--- src/rtl/uart_cmd_pkg.sv ---
// Shared types and constants for the UART command-byte blocks.
package uart_cmd_pkg;

  typedef enum logic [1:0] {
    IDLE,
    MATCH,
    PULSE,
    HOLDOFF
  } state_e;

  localparam logic [7:0] DEF_RST_CMD = 8'hFF;

  // Acknowledge byte echoed back to the host: bitwise complement of the command.
  function automatic logic [31:0] ack_byte(input logic [31:0] cmd);
    return ~cmd;
  endfunction

endpackage

--- src/rtl/uart_cmd_reset_if.sv ---
// Receiver-side and request-side signal bundle for uart_cmd_reset.
// Optional ack transmit signals exist only when UART_CMD_RESET_ACK_EN is defined.
interface uart_cmd_reset_if #(
  parameter int DATA_W = 8,
  parameter int CNT_W  = 2
);
  logic              rx_data_fresh;
  logic [DATA_W-1:0] rx_data;
  logic              rst_req;
  logic              busy;
  logic [CNT_W-1:0]  match_cnt;
`ifdef UART_CMD_RESET_ACK_EN
  logic [DATA_W-1:0] tx_data;
  logic              tx_start;
  logic              tx_busy;

  modport master (output rx_data_fresh, rx_data, tx_busy,
                  input  rst_req, busy, match_cnt, tx_data, tx_start);
  modport slave  (input  rx_data_fresh, rx_data, tx_busy,
                  output rst_req, busy, match_cnt, tx_data, tx_start);
`else
  modport master (output rx_data_fresh, rx_data,
                  input  rst_req, busy, match_cnt);
  modport slave  (input  rx_data_fresh, rx_data,
                  output rst_req, busy, match_cnt);
`endif
endinterface

--- src/rtl/uart_cmd_reset_rise_detect.sv ---
// Registered 1-bit rising-edge detector; an edge seen while rst is high is dropped.
module rise_detect (
  input  logic clk,
  input  logic rst,
  input  logic d_i,
  output logic rise_o
);
  logic d_q;

  always_ff @(posedge clk) begin
    if (rst) d_q <= 1'b0;
    else     d_q <= d_i;
  end

  assign rise_o = d_i & ~d_q & ~rst;
endmodule

--- src/rtl/uart_cmd_reset.sv ---
// Counts consecutive command bytes from the UART receiver and issues a reset-request pulse.
// Defining UART_CMD_RESET_ACK_EN adds a one-shot acknowledge byte toward the transmitter.
module uart_cmd_reset
  import uart_cmd_pkg::*;
#(
  parameter int                DATA_W         = 8,
  parameter logic [DATA_W-1:0] RST_CMD        = DATA_W'(DEF_RST_CMD),
  parameter int                RST_COUNT      = 3,
  parameter int                PULSE_CYCLES   = 4,
  parameter int                TIMEOUT_CYCLES = 1000,
  parameter int                HOLDOFF_CYCLES = 16
) (
  input logic             clk,
  input logic             rst,
  uart_cmd_reset_if.slave bus
);
  localparam int CW   = $clog2(RST_COUNT + 1);
  localparam int TMAX = (TIMEOUT_CYCLES > PULSE_CYCLES)
                      ? ((TIMEOUT_CYCLES > HOLDOFF_CYCLES) ? TIMEOUT_CYCLES : HOLDOFF_CYCLES)
                      : ((PULSE_CYCLES > HOLDOFF_CYCLES) ? PULSE_CYCLES : HOLDOFF_CYCLES);
  localparam int TW   = (TMAX < 1) ? 1 : $clog2(TMAX + 1);
  localparam logic [TW-1:0] T_TIMEOUT = TW'(TIMEOUT_CYCLES);
  localparam logic [TW-1:0] T_PULSE   = TW'(PULSE_CYCLES - 1);
  localparam logic [TW-1:0] T_HOLD    = TW'((HOLDOFF_CYCLES > 0) ? HOLDOFF_CYCLES - 1 : 0);

  state_e          state_q, state_d;
  logic [CW-1:0]   cnt_q, cnt_d;
  logic [TW-1:0]   tmr_q, tmr_d;
  logic            rst_req_q, busy_q;
  logic            accept, is_cmd, expire;

  rise_detect u_rise (
    .clk    (clk),
    .rst    (rst),
    .d_i    (bus.rx_data_fresh),
    .rise_o (accept)
  );

  assign is_cmd = (bus.rx_data == RST_CMD);
  // Expire one step before the timer would reach zero so the TIMEOUT_CYCLES-th gap is still valid.
  assign expire = (TIMEOUT_CYCLES != 0) && (tmr_q == TW'(1));

  always_comb begin
    state_d = state_q;
    cnt_d   = cnt_q;
    tmr_d   = tmr_q;
    unique case (state_q)
      IDLE: begin
        if (accept && is_cmd) begin
          if (RST_COUNT == 1) begin
            state_d = PULSE;
            cnt_d   = '0;
            tmr_d   = T_PULSE;
          end else begin
            state_d = MATCH;
            cnt_d   = CW'(1);
            tmr_d   = T_TIMEOUT;
          end
        end
      end
      MATCH: begin
        if (accept) begin
          if (!is_cmd) begin
            state_d = IDLE;
            cnt_d   = '0;
            tmr_d   = '0;
          end else if (cnt_q == CW'(RST_COUNT - 1)) begin
            state_d = PULSE;
            cnt_d   = '0;
            tmr_d   = T_PULSE;
          end else begin
            cnt_d = cnt_q + CW'(1);
            tmr_d = T_TIMEOUT;
          end
        end else if (expire) begin
          state_d = IDLE;
          cnt_d   = '0;
          tmr_d   = '0;
        end else if (tmr_q != '0) begin
          tmr_d = tmr_q - TW'(1);
        end
      end
      PULSE: begin
        if (tmr_q == '0) begin
          state_d = (HOLDOFF_CYCLES == 0) ? IDLE : HOLDOFF;
          tmr_d   = T_HOLD;
        end else begin
          tmr_d = tmr_q - TW'(1);
        end
      end
      HOLDOFF: begin
        if (tmr_q == '0) state_d = IDLE;
        else             tmr_d   = tmr_q - TW'(1);
      end
      default: state_d = IDLE;
    endcase
  end

  always_ff @(posedge clk) begin
    if (rst) begin
      state_q   <= IDLE;
      cnt_q     <= '0;
      tmr_q     <= '0;
      rst_req_q <= 1'b0;
      busy_q    <= 1'b0;
    end else begin
      state_q   <= state_d;
      cnt_q     <= cnt_d;
      tmr_q     <= tmr_d;
      rst_req_q <= (state_d == PULSE);
      busy_q    <= (state_d != IDLE);
    end
  end

  assign bus.rst_req   = rst_req_q;
  assign bus.busy      = busy_q;
  assign bus.match_cnt = cnt_q;

`ifdef UART_CMD_RESET_ACK_EN
  localparam logic [DATA_W-1:0] ACK_BYTE = DATA_W'(ack_byte(32'(RST_CMD)));

  logic              ack_pend_q, tx_start_q;
  logic [DATA_W-1:0] tx_data_q;

  // A new pulse entry re-arms the pending flag even if a stale ack is leaving this cycle.
  always_ff @(posedge clk) begin
    if (rst) begin
      ack_pend_q <= 1'b0;
      tx_start_q <= 1'b0;
      tx_data_q  <= '0;
    end else begin
      tx_start_q <= 1'b0;
      if (ack_pend_q && !bus.tx_busy) begin
        tx_start_q <= 1'b1;
        tx_data_q  <= ACK_BYTE;
        ack_pend_q <= 1'b0;
      end
      if (state_d == PULSE && state_q != PULSE) ack_pend_q <= 1'b1;
    end
  end

  assign bus.tx_start = tx_start_q;
  assign bus.tx_data  = tx_data_q;
`endif
endmodule

--- src/flat_wrapper.sv ---
// flat-port wrapper written by rule: the top's interface ports become plain ports
module uart_cmd_reset_flat import uart_cmd_pkg::*;
#(
  parameter int                DATA_W         = 8,
  parameter logic [DATA_W-1:0] RST_CMD        = DATA_W'(DEF_RST_CMD),
  parameter int                RST_COUNT      = 3,
  parameter int                PULSE_CYCLES   = 4,
  parameter int                TIMEOUT_CYCLES = 1000,
  parameter int                HOLDOFF_CYCLES = 16
)
  (clk, rst, bus_rx_data_fresh, bus_rx_data, bus_rst_req, bus_busy, bus_match_cnt);
  uart_cmd_reset_if #(.DATA_W(DATA_W), .CNT_W(2)) bus_i ();
  input logic clk;
  input logic rst;
  input wire logic [$bits(bus_i.rx_data_fresh)-1:0] bus_rx_data_fresh;
  input wire logic [$bits(bus_i.rx_data)-1:0] bus_rx_data;
  output wire logic [$bits(bus_i.rst_req)-1:0] bus_rst_req;
  output wire logic [$bits(bus_i.busy)-1:0] bus_busy;
  output wire logic [$bits(bus_i.match_cnt)-1:0] bus_match_cnt;
  assign bus_i.rx_data_fresh = bus_rx_data_fresh;
  assign bus_i.rx_data = bus_rx_data;
  assign bus_rst_req = bus_i.rst_req;
  assign bus_busy = bus_i.busy;
  assign bus_match_cnt = bus_i.match_cnt;
  uart_cmd_reset #(.DATA_W(DATA_W), .RST_CMD(RST_CMD), .RST_COUNT(RST_COUNT), .PULSE_CYCLES(PULSE_CYCLES), .TIMEOUT_CYCLES(TIMEOUT_CYCLES), .HOLDOFF_CYCLES(HOLDOFF_CYCLES)) u_core (.clk(clk), .rst(rst), .bus(bus_i));
endmodule
--- config.mk ---
export PLATFORM = sky130hd
export DESIGN_NAME = uart_cmd_reset_flat
export DESIGN_NICKNAME = d
export VERILOG_FILES = /design/src/rtl/uart_cmd_pkg.sv /design/src/rtl/uart_cmd_reset_if.sv /design/src/rtl/uart_cmd_reset_rise_detect.sv /design/src/rtl/uart_cmd_reset.sv /design/src/flat_wrapper.sv
export SDC_FILE = /design/constraint.sdc
export NUM_CORES = 1
export LEC_CHECK = 0
export BUFFER_PORTS_ARGS = -buffer_cell sky130_fd_sc_hd__buf_4
export CAP_MARGIN = 15
export CORE_MARGIN = 5
export CORE_UTILIZATION = 55
export CTS_CLUSTER_DIAMETER = 80
export CTS_CLUSTER_SIZE = 25
export DETAILED_ROUTE_END_ITERATION = 16
export GPL_ROUTABILITY_DRIVEN = 0
export PLACE_DENSITY = 0.76
export SLEW_MARGIN = 20
export SYNTH_ARGS = -nofsm -noshare
export SYNTH_HDL_FRONTEND = slang
export SYNTH_SLANG_ARGS = --single-unit
--- constraint.sdc ---
create_clock -name clk -period 3.6 [get_ports clk]
set_input_delay 0.18 -clock clk [delete_from_list [all_inputs] [get_ports clk]]
set_output_delay 0.18 -clock clk [all_outputs]
set_load 0.01 [all_outputs]
; After elaboration in Yosys (flattened, before gate mapping)
; Cells that the tools add are included.
[word_totals]
regBits = 17
n_memories = 0
input_bits = 11
output_inout_bits = 4
elab_cells = 54
romBits = 0
ramBits = 0
latch_bits = 0
[op_classes]
magnitude_cmp = 0
n_mul = 0
muxes = 23
n_shift = 0
bitwise_logic = 4
n_eq_ne = 11
n_addsub = 2
div_mod_pow = 0
n_reduce_logical = 8
[op_table]
columns = op, count
row1 = $mux 10, 8
row2 = $pmux 10 s4, 1
row3 = $mux 2, 12
row4 = $eq 10x1->1 const B, 1
row5 = $logic_not 10->1, 1
row6 = $reduce_bool 10->1, 1
row7 = $sub 10x1->10 const B, 1
row8 = $eq 2x2->1 const B, 4
row9 = $eq 8x8->1 const B, 1
row10 = $pmux 2 s4, 1
row11 = $reduce_and 3->1, 2
row12 = $ne 4x1->1 const B, 1
row13 = $pmux 2 s2, 1
row14 = $reduce_bool 2->1, 2
row15 = $ne 3x1->1 const B, 1
row16 = $add 2x1->2 const B, 1
row17 = $and 1x1->1, 2
row18 = $eq 2x1->1 const B, 1
row19 = $logic_not 2->1, 1
row20 = $ne 2x1->1 const B, 1
row21 = $ne 2x2->1 const B, 1
row22 = $not 1->1, 2
row23 = $logic_and 1x1->1, 1

; Logic depth before layout (Yosys ltp)
; Gate-level depths: netlist (run 1).
[logic_depth]
ltp_word = 7
ltp_mapped = 8
mapped_depth_nobuf = 7

; Cells and area by module
; From an unflattened synthesis (run 1), not the netlist that was laid out.
[unflattened]
hier_cells = 132
hier_area_um2 = 1083.5
[modules_own_cells]
columns = module, area_each_um2, n_inst, seq_area_each_um2, cells_each
row1 = uart_cmd_reset, 1044.8, 1, 320.3, 129
row2 = rise_detect, 38.8, 1, 20.0, 3

; Least setup slack after synthesis (run 1)
; Ideal clock, no wire load.
[synth_path]
path_type = reg-to-reg
start = reg u_core.tmr_q[1]
end = reg u_core.tmr_q[5]
path_stages_with_launch = 9
path_buffers = 1
setup_ns = 0.082
path_slack_ns = 1.912
required_time_ns = 3.518
synth_period_minus_slack_ns = 1.688
arrival_time_ns = 1.605
path_cell_list = dfxtp_1 -> inv_1 -> ha_1 -> nor2b_1 -> o21ai_2 -> o211ai_1 -> buf_2 -> nand3_1 -> o221ai_1
[synth_via]
elab_chain_len = 5
elab_cells_between_ends = 13
cone_classes = 1 x add/sub / 3 x eq/ne / 6 x mux / 3 x reduce/logical
[synth_rtl]
columns = item, line
row1 = "start, declared", uart_cmd_reset.sv:28  ; logic [TW-1:0] tmr_q, tmr_d;
row2 = "start signal, assigned", uart_cmd_reset.sv:109  ; tmr_q <= tmr_d;
row3 = $sub 10x1->10, "uart_cmd_reset.sv:80, uart_cmd_reset.sv:88, uart_cmd_reset.sv:93"
row4 = $mux 10, uart_cmd_reset.sv:79  ; end else if (tmr_q != '0) begin
row5 = $mux 10, uart_cmd_reset.sv:75  ; end else if (expire) begin
row6 = $mux 10, uart_cmd_reset.sv:62  ; if (accept) begin
row7 = $pmux 10 s4, uart_cmd_reset.sv:47  ; unique case (state_q)
; Parallel ways exist; a longest one is shown, timed or not. The select of a mux whose other input is x is not followed.
; A chain may end at the register's enable or synchronous reset.

; Worst setup path in the final report (run 1)
[layout_path]
start = reg u_core.tmr_q[1]
end = reg u_core.tmr_q[7]
; Same word-level chain as after synthesis.

==> results of run 1 <==
-- report_power, final --
part           internal, µW  switching [µW]  leakage, µW
Clock                  41.5            64.5    0.0000177
Sequential              189           0.772     0.000137
Combinational          11.9            9.30     0.000369
-- logic make-up after synthesis --
logic type      after synthesis  share of synthesized area
compound gates               46                      0.297
fa+ha+maj                     3                     0.0301
buf+inv                      12                     0.0431
flops                        17                      0.273
simple gates                 64                      0.358
-- sequential cells by signal, indices dropped and copies added, names as in the netlist --
signal / count
u_core.state_q: 2
u_core.bus.busy: 1
u_core.bus.rst_req: 1
u_core.bus.match_cnt: 2
u_core.u_rise.d_q: 1
u_core.tmr_q: 10
-- worst max path at each step --
stage | slack, ns | startpoint | end
finish | 1.37 | u_core.tmr_q[1]$_SDFFE_PP0P_ | u_core.tmr_q[7]$_SDFFE_PP0P_
global route | 1.21 | u_core.tmr_q[1]$_SDFFE_PP0P_ | u_core.tmr_q[7]$_SDFFE_PP0P_
CTS | 1.39 | u_core.tmr_q[1]$_SDFFE_PP0P_ | u_core.tmr_q[7]$_SDFFE_PP0P_
detailed placement | 1.40 | u_core.tmr_q[1]$_SDFFE_PP0P_ | u_core.tmr_q[7]$_SDFFE_PP0P_
global placement | 1.53 | u_core.tmr_q[1]$_SDFFE_PP0P_ | u_core.tmr_q[7]$_SDFFE_PP0P_
floorplan | 1.91 | u_core.tmr_q[1]$_SDFFE_PP0P_ | u_core.tmr_q[5]$_SDFFE_PP0P_
-- area by class of cell --
cell class,instances,area (µm²)
well taps,28,35.0
inverters,8,30.0
flip-flops and latches,17,340
repair buffers,14,105
clock buffers,3,22.5
multi-input cells,113,855
clock inverters,1,5.00
fillers,191,798
-- cell usage in the layout (no fill, tap or decap), types with 3 or more instances in the layout --
master    synthesis  final
dfxtp_1          17     17
buf_4             0     14
a21oi_1          10     10
nand2b_1          9      9
nor2_1            9      9
inv_1             8      8
nor2b_1           6      6
nand2_1           5      5
nand3_1           5      5
o211ai_1          4      4
a31oi_1           4      4
o21ai_0           4      4
and4_1            3      3
and3_1            3      3
nand4_1           3      3
ha_1              3      3
clkbuf_4          0      3
-- worst max-delay path, stage by stage (launching register included) --
cell and delay (ns):
dfxtp_1 0.39, inv_1 0.11, ha_1 0.24, nor2b_1 0.20, o21ai_2 0.11, o211ai_1 0.66
a21oi_1 0.19, o311ai_2 0.26
-- layer usage --
metal | GRT usage | share of wire | vias up
met2 | 0.310 | 0.47 | 52
met3 | 0.0356 | 0.065 | 13
met4 | 0.126 | 0.040 | 0
met1 | 0.256 | 0.43 | 525
met5 | 0 | 0 | -
li1 | - | - | 573
-- per-stage QoR --
stage / cells / utilization / worst slack [ns] / area, µm²
2_1_floorplan: 142 / - / 1.91 / 1250
3_3_place_gp: 180 / 0.623 / 1.53 / 1370
3_5_place_dp: 180 / 0.623 / 1.40 / 1370
4_1_cts: 184 / 0.636 / 1.39 / 1390
5_1_grt: 184 / 0.636 / 1.21 / 1390
6_report: 184 / 0.636 / 1.37 / 1390
==> reports/results.env, run 1 <==
GLOBALROUTETOTALUTIL=0.200
MAXIMUM_FANOUT_ENCOUNTERED_ON_THE_CRITICAL_TIMING_PATH=12
MAX_CAP_VIOL_COUNT=0
SLEW_VIOLATIONS=0
SYN_AREA_UM2=1250
DRC_ERRORS=0
YOSYSSEQAREASHARE=0.273
ROWS=17
SYNTHESIS.YOSYS.WARNINGS=0
DIE_FOOTPRINT_UM2=3320
FINALNETCOUNT=171
CTS_ROOT_BUFFER='clkbuf_4'
CTS_MAX_LEVEL=1
CTS_TREE='yes'
TIMING.SETUP.TNS_NS=0
ACHIEVABLE-FREQUENCY_MHz=448
CTS_SETUP_BUFFERS=0
SETUP.WORST_PATH.END_CLASS='flop'
CLOCK_LATENCY_NS=0.30
IR_DROP_uV=180
SYNTH.LARGEST_AREA_CELL='dfxtp_1'
GLOBALROUTE.TOTALOVERFLOW=0
CTS-BUFFERS-INSERTED=3
WIRE_LENGTH_OF_THE_FIRST_GLOBAL_ROUTING_PASS_UM=5290
SYN_AVG_CELL_AREA_UM2=8.79
NETLIST_INSTANCES=142
TIMING.HOLD.WORST_PATH_DEPTH=2
TOP_LEVEL_PORTS=15
YS_FF_LATCH=17
SYNTH_EDF_COUNT=0
SYNTH_MOST_COMMON_CELL='dfxtp_1'
GRT_PASS1_VIAS=1162
DRT-PASS1-ITER-COUNT=4
TIMING.FINAL.HOLD_VIOLATIONS=0
GRT_START_MAX_NET_PINS=20
WORSTSETUPSTARTPOINTTYPE='flop'
VIOLATION_COUNT_AFTER_THE_FIRST_DETAILED_ROUTE_ITERATION=31
FINAL_CYCLE_UTILIZATION_OF_THE_CRITICAL_PATH=0.620
TOTAL_LEAKAGE_POWER_uW=0.000523
RSZ0062_AT_GRT='false'
ROUTE.DETAILED.VIAS_PER_INST=6.32
CLOCK_TREE.BUFFER_DEPTH=2
MAXSLEWHEADROOM=0.474
SYNTH.LIB_CELLS_USED.DISTINCT=54
NUMBER_OF_VIAS_AFTER_DETAILED_ROUTING=1163
DRT_WL_TOTAL_UM=2930
CLASS_OF_THE_MOST_CRITICAL_SETUP_PATH='reg2reg'
SETUP_VIOL=0
CRITPATHARRIVALTIME_NS=2.45
SYNTH_FP_NETS=156
OUTCOME='finished clean'
SYNTHTOLAYOUTAREAGROWTH_PCT=11.5
MIN-DELAY-START='bus_rx_data_fresh'
TIMING_WORST_SLEW_PIN_VALUE_NS=0.786
R2R_CELLS=7
CORE_AREA_UM2=2190
START_UTIL=0.570
WL_PER_CELL_UM=15.9
FINALCRITICALPERIOD_NS=2.23
DETAILEDPLACEMENTHPWL_UM=2190
MINIMUM_SETUP_SLACK_AMONG_REG_TO_REG_PATHS_NS=1.37
YOSYS-TOP-CELLS-AREA='dfxtp_1, nand2b_1, a21oi_1'
SYNTH_TOP_AREA_FRAC=0.273
POST_SYNTH_ARST_SHARE=0
POWER_DENSITY_nW_PER_UM2=227
WORST_R2R_ENDPOINT='u_core.tmr_q[7]$_SDFFE_PP0P_'
DIE_H_UM=57.7
CRIT-REG2REG-LAUNCH='u_core.tmr_q[1]$_SDFFE_PP0P_'
FINAL_ANTENNA_NET_COUNT=0
POWER.TOTAL_uW=317
WORST_HOLD_PATH_TYPE='in2reg'
FINAL.SETUP_SKEW_NS=0.00995
TIMING.HOLD.WS_NS=0.152
DIE_WIDTH_UM=57.7
CTS.SINK_COUNT=17
NUMPORTBUFFERS=14
SYNTH-MAIN-FF-CELL='dfxtp_1'
ANTENNA_FOUND_INITIAL=0
SYNTH_COMMONEST_CELLS='dfxtp_1, a21oi_1, nand2b_1, nor2_1, inv_1'
CTS.REPAIR.RESIZED=0
LAYOUT-DRIVE-GT1-SHARE=0.218
CLKTRANSATPATHREGS_NS=0.11
WORST_HOLD_PATH.ENDPOINT='u_core.u_rise.d_q$_SDFF_PP0_'
POST_CTS_HOLD_BUFFER_COUNT=0
CP.REQUIRED_NS=3.82
ANTENNA_CELLS=0
Note: power is estimated with default switching activity, not from simulation.
==> run 2: changes to the inputs <==
==> constraint.sdc (replaced) <==
create_clock -name clk -period 2.3 [get_ports clk]
set_input_delay 0.115 -clock clk [delete_from_list [all_inputs] [get_ports clk]]
set_output_delay 0.115 -clock clk [all_outputs]
set_load 0.01 [all_outputs]
==> run 2 against run 1 <==
Net effect: wire length fell by 2.0%; clock skew down 0.0086 ns; combinational power up 56%; power up 56%; sequential cell count unchanged; sequential power rose by 57%; cell count grew 2.7%; first-iteration DRC count fell by 13%; global-route usage is 0.30 points lower; register-to-register slack worse by 1.0 ns; worst hold slack worse by 0.11 ns; maximum frequency is 14% higher.
==> reports/results.env, run 2 (synthesized netlist as in run 1, its figures left out) <==
DRT_WL_TOTAL_UM=2870  # -2.0%
CRIT-REG2REG-LAUNCH='u_core.tmr_q[0]$_SDFFE_PP0P_'
TOP_REGISTER='u_core.tmr_q'
CLOCK_LATENCY_NS=0.29  # about the same
ANTENNA_CELLS=0  # unchanged
CRITPATHARRIVALTIME_NS=2.11  # -0.34 ns
FINAL.SETUP_SKEW_NS=0.00133  # -0.00861 ns
CLKTRANSATPATHREGS_NS=0.10  # about the same
ACHIEVABLE-FREQUENCY_MHz=510  # +14%
FINALNETCOUNT=176  # +2.9%
ROWS=17  # unchanged
WIRE_LENGTH_OF_THE_FIRST_GLOBAL_ROUTING_PASS_UM=5230  # -1.0%
LAYOUT.CELLS.MOST_COMMON_LIST='buf_4, dfxtp_1, a21oi_1'
START_UTIL=0.570  # unchanged
FILL_CELLS=179  # -6.3%
FINAL_CYCLE_UTILIZATION_OF_THE_CRITICAL_PATH=0.853  # +0.233
CRIT_PATH_TOP_DELAY_CELL='a22oi_1'
CRITICAL_PATH_BUF_INV_COUNT=1  # unchanged
MAX_CAP_VIOL_COUNT=0  # unchanged
GLOBALROUTE.TOTALOVERFLOW=0  # unchanged
CTS-BUFFERS-INSERTED=3  # unchanged
CTS.SINK_COUNT=17  # unchanged
CTS_ROOT_BUFFER='clkbuf_4'
FINALCRITICALPERIOD_NS=1.96  # -0.270 ns
WORST_PATH_DOMINANT_CELL_FAMILY='compound AO/OA/AOI/OAI gates'
DIE_H_UM=57.7  # unchanged
GLOBALROUTEMET2UTIL=0.324  # +0.0145
IR_DROP_uV=338  # +88%
NUMPORTBUFFERS=14  # unchanged
DRC_ERRORS=0  # unchanged
WORST_HOLD_PATH_TYPE='in2reg'
DETAILEDPLACEMENTHPWL_UM=2230  # +1.9%
OUTCOME='finished clean'
LAYOUT-DRIVE-GT1-SHARE=0.236  # +0.0181
LAYOUT_COMMONEST_CELL='buf_4'
GR-USAGE-MET1=0.257  # +0.00167
MIN-DELAY-START='bus_rx_data_fresh'
SYNTHTOLAYOUTAREAGROWTH_PCT=14.4
TIMING.FINAL.HOLD_VIOLATIONS=0  # unchanged
BUSIEST_LAYER='met2'
CLASS_OF_THE_MOST_CRITICAL_SETUP_PATH='reg2reg'
WL_PER_CELL_UM=15.2  # -4.6%
TIMING.SETUP.TNS_NS=0  # unchanged
POWER.TOTAL_uW=493  # +56%
LARGEST_REGISTER_FFS=10  # unchanged
PATH_CELLS='inv_1, ha_1, and4_1, a22oi_1, a2bb2oi_1, o211ai_1'
GLOBAL_ROUTE.USAGE.MET3=0.0334  # -0.00223
GRT_PASS1_VIAS=1149  # -1.1%
RSZ0062_AT_GRT='false'
CTS_TREE='yes'
DRT-PASS1-ITER-COUNT=4  # unchanged
MAXSLEWHEADROOM=0.562  # +0.0884
GRT_START_MAX_NET_PINS=20  # unchanged
POWER_DENSITY_nW_PER_UM2=345  # +52%
VIOLATION_COUNT_AFTER_THE_FIRST_DETAILED_ROUTE_ITERATION=27  # -13%
DIE_FOOTPRINT_UM2=3320  # unchanged
CTS_MAX_LEVEL=1  # unchanged
ANTENNA_FOUND_INITIAL=0  # unchanged
CP.REQUIRED_NS=2.45  # -1.37 ns
CRITPATHLAUNCH='u_core.tmr_q[0]$_SDFFE_PP0P_'
SLEW_VIOLATIONS=0  # unchanged
FINAL_ANTENNA_NET_COUNT=0  # unchanged
GLOBALROUTETOTALUTIL=0.197  # -0.00304
NUMBER_OF_VIAS_AFTER_DETAILED_ROUTING=1168  # +0.43%
DIE_WIDTH_UM=57.7  # unchanged
TOP_LEVEL_PORTS=15  # unchanged
SETUP_VIOL=0  # unchanged
ROUTE.DETAILED.VIAS_PER_INST=6.18  # -2.2%
CTS.REPAIR.RESIZED=0  # unchanged
MAXIMUM_FANOUT_ENCOUNTERED_ON_THE_CRITICAL_TIMING_PATH=5  # -7
CORE_AREA_UM2=2190  # unchanged
CPPEAKSTAGEDELAY_NS=0.46  # -0.20 ns
CLOCK_TREE.BUFFER_DEPTH=2  # unchanged
SETUP.WORST_PATH.END_CLASS='flop'
TIMING_WORST_SLEW_PIN_VALUE_NS=0.654  # -0.131 ns
TOTAL_LEAKAGE_POWER_uW=0.000547  # +4.4%
WORSTSETUPSTARTPOINTTYPE='flop'
==> run 2: cell count changes in the layout (fill, tap and decap cells not counted) <==
cell and change:
buf_4 +5, clkinv_2 -1, clkbuf_1 +1
==> run 2: through the flow <==
| step | setup WS, ns | hold slack (ns) | utilization | area (µm²) | instances |
|---|---|---|---|---|---|
| floorplan | 0.612 | 0.243 | - | 1250 | 142 |
| global placement | 0.248 | 0.342 | 0.633 | 1390 | 183 |
| detailed placement | 0.106 | 0.350 | 0.633 | 1390 | 183 |
| CTS | 0.0742 | 0.0390 | 0.645 | 1410 | 187 |
| global route | 0.154 | 0.0593 | 0.652 | 1430 | 189 |
| finish | 0.338 | 0.0383 | 0.652 | 1430 | 189 |
==> run 2: path summary, 6_finish.rpt <==
path | endpoint | depth (start not counted) | slack [ns]
hold reg to reg | u_core.tmr_q[1]$_SDFFE_PP0P_ | 1 | 0.51
hold / removal | u_core.u_rise.d_q$_SDFF_PP0_ | 2 | 0.04
setup reg to reg | u_core.tmr_q[8]$_SDFFE_PP0P_ | 6 | 0.34
setup / recovery | u_core.tmr_q[8]$_SDFFE_PP0P_ | 6 | 0.34
==> run 2: layer usage <==
metal  share of wire  routed length, µm
met1            0.45               1290
met2            0.48               1370
met3           0.049                141
met4           0.023                 65
met5               0                  0
==> run 2: area by class of cell <==
type / count / area, µm² / area share
inverter: 8 / 30.0 / 0.0210
sequential: 17 / 340 / 0.238
clock buffer: 4 / 26.3 / 0.0184
tap: 28 / 35.0 / 0.0245
multi-input combinational: 113 / 855 / 0.598
timing repair buffer: 19 / 143 / 0.0998
==> run 2: where the power goes <==
| part | total (µW) | switching [µW] | internal [µW] | leakage (µW) |
|---|---|---|---|---|
| sequential | 296 | 1.19 | 295 | 0.000137 |
| clock | 163 | 95.9 | 67.6 | 0.0000150 |
| combinational | 33.0 | 14.4 | 18.7 | 0.000394 |
==> run 2: timing repair <==
| item | 4_1_cts | 5_1_grt |
|---|---|---|
| endpoints found under the setup margin | 0 | 6 |
| endpoints found under the hold margin | 0 | 0 |
| hold buffers | 0 | 0 |
| setup buffers | 0 | 2 |
